===== src/rtl/busca_instrucao.sv =====
// Instruction fetch unit for the 16-bit MIPS datapath.
// Runs a req/ack transaction with instruction memory, holds the returned word
// with its pre-decoded fields for the decode stage, and backpressures the PC.
module busca_instrucao #(
  parameter int TIMEOUT = 16
) (
  input  logic        clock,
  input  logic        reset,
  input  logic [15:0] pc_addr,
  input  logic        fetch_en,
  input  logic        flush,
  output logic        mem_req,
  output logic [15:0] mem_addr,
  input  logic        mem_ack,
  input  logic [15:0] mem_rdata,
  output logic        instr_valid,
  input  logic        consume,
  output logic [15:0] instr,
  output logic [15:0] instr_pc,
  output logic [2:0]  opcode,
  output logic [12:0] target_jump,
  output logic [15:0] imm_ext,
  output logic        stall,
  output logic        fault
);

  localparam int            CW       = (TIMEOUT > 2) ? $clog2(TIMEOUT) : 1;
  localparam logic [CW-1:0] CNT_LAST = CW'(TIMEOUT - 1);
  localparam logic [CW-1:0] CNT_ONE  = CW'(1);

  typedef enum logic [1:0] {IDLE, REQ, HOLD, DISCARD} state_t;

  state_t        state_q;
  logic [CW-1:0] cnt_q;
  logic          req_q;
  logic [15:0]   addr_q;
  logic          vld_q;
  logic [15:0]   instr_q;
  logic [15:0]   ipc_q;
  logic [2:0]    opc_q;
  logic [12:0]   tj_q;
  logic [15:0]   imm_q;
  logic          fault_q;

  // A new fetch may start only when permitted, no fault is latched, no flush
  // is redirecting the PC this cycle and the address is halfword aligned.
  logic launch_ok, misalign;
  assign launch_ok = fetch_en & ~fault_q & ~flush & ~pc_addr[0];
  assign misalign  = fetch_en & ~fault_q & pc_addr[0];

  // Fetch FSM: request tracking, timeout, fault latch and held instruction.
  always_ff @(posedge clock or posedge reset) begin
    if (reset) begin
      state_q <= IDLE;
      cnt_q   <= '0;
      req_q   <= 1'b0;
      addr_q  <= '0;
      vld_q   <= 1'b0;
      instr_q <= '0;
      ipc_q   <= '0;
      opc_q   <= '0;
      tj_q    <= '0;
      imm_q   <= '0;
      fault_q <= 1'b0;
    end else begin
      case (state_q)
        IDLE: begin
          if (launch_ok) begin
            state_q <= REQ;
            addr_q  <= pc_addr;
            req_q   <= 1'b1;
            cnt_q   <= '0;
          end else if (misalign) begin
            fault_q <= 1'b1;
          end
        end
        REQ: begin
          if (mem_ack) begin
            req_q <= 1'b0;
            if (flush) begin
              state_q <= IDLE;
            end else begin
              state_q <= HOLD;
              vld_q   <= 1'b1;
              instr_q <= mem_rdata;
              ipc_q   <= addr_q;
              opc_q   <= mem_rdata[15:13];
              tj_q    <= mem_rdata[12:0];
              imm_q   <= {{9{mem_rdata[6]}}, mem_rdata[6:0]};
            end
          end else if (cnt_q == CNT_LAST) begin
            state_q <= IDLE;
            req_q   <= 1'b0;
            fault_q <= 1'b1;
          end else if (flush) begin
            // The request cannot be withdrawn; wait out its ack and drop it.
            state_q <= DISCARD;
            cnt_q   <= '0;
          end else begin
            cnt_q <= cnt_q + CNT_ONE;
          end
        end
        DISCARD: begin
          if (mem_ack) begin
            state_q <= IDLE;
            req_q   <= 1'b0;
          end else if (cnt_q == CNT_LAST) begin
            state_q <= IDLE;
            req_q   <= 1'b0;
            fault_q <= 1'b1;
          end else begin
            cnt_q <= cnt_q + CNT_ONE;
          end
        end
        HOLD: begin
          if (flush) begin
            state_q <= IDLE;
            vld_q   <= 1'b0;
          end else if (consume) begin
            vld_q <= 1'b0;
            if (launch_ok) begin
              state_q <= REQ;
              addr_q  <= pc_addr;
              req_q   <= 1'b1;
              cnt_q   <= '0;
            end else begin
              state_q <= IDLE;
              if (misalign) fault_q <= 1'b1;
            end
          end
        end
        default: state_q <= IDLE;
      endcase
    end
  end

  assign mem_req     = req_q;
  assign mem_addr    = addr_q;
  assign instr_valid = vld_q;
  assign instr       = instr_q;
  assign instr_pc    = ipc_q;
  assign opcode      = opc_q;
  assign target_jump = tj_q;
  assign imm_ext     = imm_q;
  assign fault       = fault_q;
  // PC may advance only when the held instruction is being taken this cycle.
  assign stall = ~((state_q == HOLD) & consume & ~flush & ~fault_q);

endmodule


===== config.mk =====
export PLATFORM = sky130hd
export DESIGN_NAME = busca_instrucao
export DESIGN_NICKNAME = d
export VERILOG_FILES = /design/src/rtl/busca_instrucao.sv
export SDC_FILE = /design/constraint.sdc
export NUM_CORES = 1
export LEC_CHECK = 0
export CELL_PAD_IN_SITES_DETAIL_PLACEMENT = 1
export CELL_PAD_IN_SITES_GLOBAL_PLACEMENT = 1
export CORE_ASPECT_RATIO = 0.75
export CORE_MARGIN = 5
export CORE_UTILIZATION = 34
export CTS_CLUSTER_DIAMETER = 100
export DETAILED_ROUTE_END_ITERATION = 10
export GPL_ROUTABILITY_DRIVEN = 0
export MAX_ROUTING_LAYER = met4
export PLACE_DENSITY_LB_ADDON = 0.3
export SLEW_MARGIN = 10
export SYNTH_ARGS = -nofsm -noshare
export SYNTH_HDL_FRONTEND = slang
export SYNTH_SLANG_ARGS = --single-unit

===== constraint.sdc =====
create_clock -name clock -period 3.8 [get_ports clock]
set_clock_uncertainty 0.2 [all_clocks]
set_input_delay 0.38 -clock clock [delete_from_list [all_inputs] [get_ports clock]]
set_output_delay 0.38 -clock clock [all_outputs]
set_load 0.02 [all_outputs]

==> summary.txt, run 1 <==
Outcome
  – Status: finished, final reports clean

Floorplanning
  – Initial Util: 34.9%
  – Die outline height: 85.3 um
  – Core Box Area: 0.00736 mm2
  – Die Area: 0.00943 mm2
  – Row count: 27
  – IO Pins: 122
  – Die X: 110 um

STA
  – Max_slew headroom: 54.2%
  – TNS Setup: 0 ns
  – FMAX: 419 MHz
  – Fin crit period: 2.39 ns
  – Unrepaired setup endpoints after global routing: no
  – Slew at the pin closest to its max-slew limit: 0.686 ns
  – Final Hold Fails: 0
  – Tcrit/Tclk final: 62.8%
  – Max Transition Viols Final: 0
  – Hold Slack: 0.277 ns
  – Setup-failing EPs final: 0

Cells and area
  – Layout Nets: 327
  – Seq. cell area: 0.00143 mm2
  – Final Cell Area: 0.00380 mm2
  – Multi-input logic area: 797 um2
  – Share of layout cells above drive strength 1: 23.9%
  – # fillers: 789
  – Synthesis-to-layout area growth: 47.8%
  – Ant diodes: 0
  – Util after Layout: 51.7%

Worst setup path
  – Largest stage delay, worst path: 0.60 ns
  – Critical Path Start Type: register
  – WP buf/inv: 1
  – Worst EP arrival: 1.81 ns
  – Worst EP required: 3.22 ns
  – Critical path class: register to output pin
  – CP Capture Type: output pin
  – Worst path slowest cell: clkdlybuf4s50_1
  – Worst r2r src: fault
  – Crit Path Max Fanout: 11
  – CP Launch Point: state_q[0]
  – CP delay by family, top: buffers and inverters
  – Critical path, cell by cell: and2b_2 > nand3_1 > clkdlybuf4s50_1

CTS
  – CTS tree: yes
  – Post-CTS resize count: 0
  – H-tree depth: 3
  – # Post-CTS Setup Buffers: 0
  – Root Buffer: clkbuf_8
  – Worst skew pair latency: 0.33 ns
  – Clock sink count: 57
  – CTS Buf Count: 9
  – Cts-stage hold buffer count: 0
  – Reg clk slew, reported paths: 0.07 ns
  – Longest Clk Path Bufs: 2

Global routing
  – First-pass GRT wire length: 10.6 mm
  – Vias in the first global route: 1,968
  – Most used routing layer: met2
  – GRT met3 Usage: 7.56%
  – Overflow after GRT: 0
  – Met2 Use GR: 20.6%
  – GRT met1 Usage: 18.5%
  – Total GRT Usage: 14.6%
  – Largest net degree at the start of global routing: 34
  – Initial antenna violation count: 0

Power and ir drop
  – Sequential share of power: 49.8%
  – Total power: 1220 uW
  – P per Cell Area: 321 mW/mm2
  – Leakage power: 0.00171 uW
  – Sw Share: 21.4%
  – Clock Power Share: 45.3%
  – VDD IR-drop max: 0.286 mV
  – Internal Pwr Total: 959 uW
  – Combinational power share: 4.8%
  – Sw Pwr: 261 uW

Yosys
  – Yosys top cell by area: dfrtp_1
  – Synth Net Count: 232
  – Synth top area share: 55.4%
  – Syn_area_per_cell: 13.3 um2
  – Synth area leaders: dfrtp_1 55%, mux2_2 20%, buf_4 9.6%
  – Post-synth cell types: 32
  – Number of cells produced by synthesis: 193
  – Yosys Warn Count: 0
  – Synth Register Bits: 57
  – Seq/Total Area, Yosys: 55.4%
  – Syn Std Cell Area: 0.00257 mm2

Route
  – Antenna-violating nets left: 0
  – Routed Wire Length: 6.45 mm
  – Wire length per cell: 16.4 um
  – Starting DRC count in detailed routing: 43
  – # DRC: 0
  – Vias per inst: 4.53
  – Pre-antenna DRT Iters: 4
  – Vias: 1,785

Placed design
  – Dpl cell area: 0.00361 mm2
  – DP HPWL: 4.84 mm
  – Port-buffer cells: 121

Min path
  – Worst hold-check path type: primary input to async pin

Run
  – Max-Cap Viols: 0
==> area by class of cell <==
| type | instances | area share, % |
|---|---|---|
| sequential | 57 | 37.5 |
| clock buffer | 10 | 3.62 |
| multi-input combinational | 89 | 20.9 |
| timing repair buffer | 124 | 32.4 |
| clock inverter | 6 | 1.51 |
| inverter | 7 | 0.691 |
| tap | 101 | 3.32 |
==> per-stage QoR <==
step	setup slack (ns)	instances
2_1_floorplan	1.82	193
3_5_place_dp	1.13	378
6_report	1.41	394
3_3_place_gp	1.16	378
4_1_cts	1.38	394
5_1_grt	1.32	394
==> power by group through the flow <==
stage	combinational, uW	sequential [uW]	clock, uW
after CTS	60.4	608	574
after global routing	65.6	607	602
after global placement	59.1	619	0
after floorplan	14.0	619	0
final	59.0	608	553
after detailed placement	60.2	619	0
==> synth_stat cells <==
library cell,n
buf_2,1
nor4b_2,1
and4_1,1
nor3b_1,1
buf_4,33
o21ai_0,6
buf_8,1
or4b_1,1
a21o_1,1
nand2b_1,2
a22oi_1,1
o211ai_1,1
nand2_1,4
nand3_1,4
buf_6,5
and3_1,2
o211a_1,1
nor2_1,3
a21oi_1,3
mux2_1,1
ha_1,1
o21ai_1,1
mux2i_1,2
inv_2,1
a31oi_1,2
inv_1,6
nand4_1,1
and2b_2,1
dfrtp_1,57
mux2_2,46
or2_2,1
nor2b_1,1
==> kinds of logic (layout without fill, tap and decap cells) <==
| logic type | count (synthesis) | count (layout) | synth area share (%) |
|---|---|---|---|
| DFF | 57 | 57 | 55.4 |
| muxes | 49 | 49 | 21.3 |
| buffers and inverters | 47 | 147 | 13.6 |
| and+or+nand+nor | 23 | 23 | 5.45 |
| AOI/OAI and AO/OA | 16 | 16 | 3.69 |
| adders and majority gates | 1 | 1 | 0.486 |
==> sequential cells by signal, indices dropped and copies added (netlist names) <==
name         cells
instr_pc        16
mem_addr        16
instr           15
cnt_q            4
state_q          2
fault            1
instr_valid      1
mem_req          1
opcode           1
==> path summary, 6_finish.rpt <==
check	end	slack [ns]	cells after the start
worst max-delay path	stall	1.41	3
worst min-delay path	fault	0.28	2
worst max register to register	mem_addr[4]	1.67	3
worst min register to register	cnt_q[0]	0.31	1
max in group asynchronous	instr[5]	2.32	3
min in group clock	cnt_q[0]	0.31	1
==> metal layers <==
metal	vias to the layer above	share of wire, %
li1	819	-
met1	876	48
met2	83	42
met3	7	8.6
met4	0	0.96
met5	-	0
==> cells in the final DEF, fill, tap and decap left out, types with 2 or more instances in the layout <==
cell	n
clkinv_2	4
and3_1	2
nor2_1	3
dfrtp_1	57
nand2_1	4
a31oi_1	2
nand3_1	4
clkbuf_8	10
inv_1	5
a21oi_1	3
mux2_2	46
clkdlybuf4s50_1	121
mux2i_1	2
o21ai_0	6
inv_2	2
buf_4	3
nand2b_1	2
Power figures use the tool's default switching activity.
==> inputs of run 2 (changes only) <==
--- a/config.mk
+++ b/config.mk
@@ -9,7 +9,7 @@
 export CELL_PAD_IN_SITES_GLOBAL_PLACEMENT = 1
 export CORE_ASPECT_RATIO = 0.75
 export CORE_MARGIN = 5
-export CORE_UTILIZATION = 34
+export CORE_UTILIZATION = 31
 export CTS_CLUSTER_DIAMETER = 100
 export DETAILED_ROUTE_END_ITERATION = 10
 export GPL_ROUTABILITY_DRIVEN = 0
==> constraint.sdc (replaced) <==
create_clock -name clock -period 2.4 [get_ports clock]
set_clock_uncertainty 0.2 [all_clocks]
set_input_delay 0.24 -clock clock [delete_from_list [all_inputs] [get_ports clock]]
set_output_delay 0.24 -clock clock [all_outputs]
set_load 0.02 [all_outputs]
==> run 2 against run 1 <==
Effect of this change: register-to-register slack lost 1.1 ns; via count increased by 1.7%; cell count increased by 1.3%; die area rose by 8.7%; sequential cell count did not move; critical path type unchanged; critical endpoint unchanged.
==> summary.txt, run 2 (synthesis results as in run 1) <==
Outcome
  – Status: finished, final reports clean

Power and ir drop
  – VDD IR-drop max: 0.260 mV
  – P per Cell Area: 518 mW/mm2
  – Leakage power: 0.00174 uW

STA
  – Slew at the pin closest to its max-slew limit: 0.363 ns
  – Max_slew headroom: 75.7%
  – FMAX: 444 MHz
  – Max Transition Viols Final: 0
  – Tcrit/Tclk final: 93.8%
  – Setup-failing EPs final: 0
  – Fin crit period: 2.25 ns
  – TNS Setup: 0 ns
  – Unrepaired setup endpoints after global routing: no
  – Final Hold Fails: 0

CTS
  – Cts-stage hold buffer count: 0
  – CTS Buf Count: 9
  – Longest Clk Path Bufs: 2
  – Clock sink count: 57
  – Root Buffer: clkbuf_8
  – Reg clk slew, reported paths: 0.06 ns
  – Worst skew pair latency: 0.33 ns
  – Post-CTS resize count: 0
  – # Post-CTS Setup Buffers: 0
  – CTS tree: yes
  – H-tree depth: 3

Floorplanning
  – Die X: 115 um
  – Die outline height: 88.9 um
  – IO Pins: 122
  – Row count: 28
  – Die Area: 0.0102 mm2
  – Core Box Area: 0.00799 mm2
  – Initial Util: 32.2%

Placed design
  – DP HPWL: 4.76 mm
  – Port-buffer cells: 121

Route
  – Antenna-violating nets left: 0
  – Vias: 1,815
  – Wire length per cell: 16.7 um
  – Pre-antenna DRT Iters: 4
  – Starting DRC count in detailed routing: 39
  – # DRC: 0
  – Routed Wire Length: 6.65 mm
  – Vias per inst: 4.55

Cells and area
  – Util after Layout: 48.6%
  – Share of layout cells above drive strength 1: 24.5%
  – Multi-input logic area: 798 um2
  – Commonest non-fill, non-tap cell in the layout: clkdlybuf4s50_1
  – # fillers: 856
  – Most frequent cells in the layout: 121 x clkdlybuf4s50_1, 57 x dfrtp_1, 46 x mux2_2
  – Ant diodes: 0
  – Layout Nets: 329
  – Seq. cell area: 0.00143 mm2
  – Synthesis-to-layout area growth: 50.9%

Global routing
  – Initial antenna violation count: 0
  – Largest net degree at the start of global routing: 58
  – Vias in the first global route: 1,971
  – First-pass GRT wire length: 10.2 mm
  – Overflow after GRT: 0
  – Total GRT Usage: 13.6%

Worst setup path
  – Worst EP required: 1.96 ns
  – Critical Path Start Type: register
  – Critical path class: register to output pin
  – Worst path slowest cell: clkdlybuf4s50_1
  – Worst EP arrival: 1.81 ns
  – FF-to-FF End: cnt_q[1]
  – Reg2Reg Depth: 4
  – CP Depth: 3
  – Largest stage delay, worst path: 0.61 ns
  – CP delay by family, top: buffers and inverters
  – WP buf/inv: 1
  – Worst r2r src: state_q[0]
  – Reg2reg setup slack: 0.56 ns
  – CP Capture Type: output pin
  – Crit Path Max Fanout: 11
  – Critical path, cell by cell: and2b_2 > nand3_1 > clkdlybuf4s50_1

Min path
  – Worst hold-check path type: primary input to async pin

Run
  – Max-Cap Viols: 0
[run 2: worst max path at each step]
stage               startpoint           end  slack, ns
floorplan                reset      cnt_q[0]       0.56
global placement         flush   mem_addr[4]       0.25
detailed placement       flush  mem_addr[13]       0.21
CTS                 state_q[0]         stall       0.11
global route        state_q[0]         stall       0.05
finish              state_q[0]         stall       0.15
[run 2: cell type report]
class | count | share of cell area [%]
flip-flops and latches | 57 | 36.7
clock buffers | 13 | 4.61
repair buffers | 126 | 33.1
well taps | 105 | 3.38
multi-input cells | 89 | 20.6
clock inverters | 2 | 0.902
inverters | 7 | 0.677
[run 2: worst reg2reg max path: stages, from the launching register on]
cell	delay (ns)
dfrtp_1	0.51
and2b_2	0.28
a22oi_1	0.25
and3_1	0.32
mux2i_1	0.21
[run 2: per-layer routing]
layer	vias up	GRT usage [%]	wire, um
li1	837	-	-
met1	890	16.6	2920
met2	84	19.7	2960
met3	4	7.44	736
met4	0	3.52	40
met5	-	-	0
[run 2: where the power goes]
group | switching [uW] | total [uW] | internal, uW
logic | 36.3 | 97.5 | 61.2
clock network | 367 | 952 | 585
registers | 0.795 | 963 | 962
total | 404 | 2010 | 1610
[run 2: metrics by stage]
step | setup slack [ns] | cells | instance area [um2] | power (uW) | hold WS, ns
finish | 0.148 | 399 | 3880 | 2010 | 0.0700
global route | 0.0535 | 399 | 3880 | 2110 | 0.107
CTS | 0.112 | 399 | 3880 | 2060 | 0.0871
detailed placement | 0.215 | 384 | 3670 | 1080 | 0.295
global placement | 0.250 | 384 | 3670 | 1080 | 0.288
floorplan | 0.559 | 193 | 2570 | 1000 | 0.175
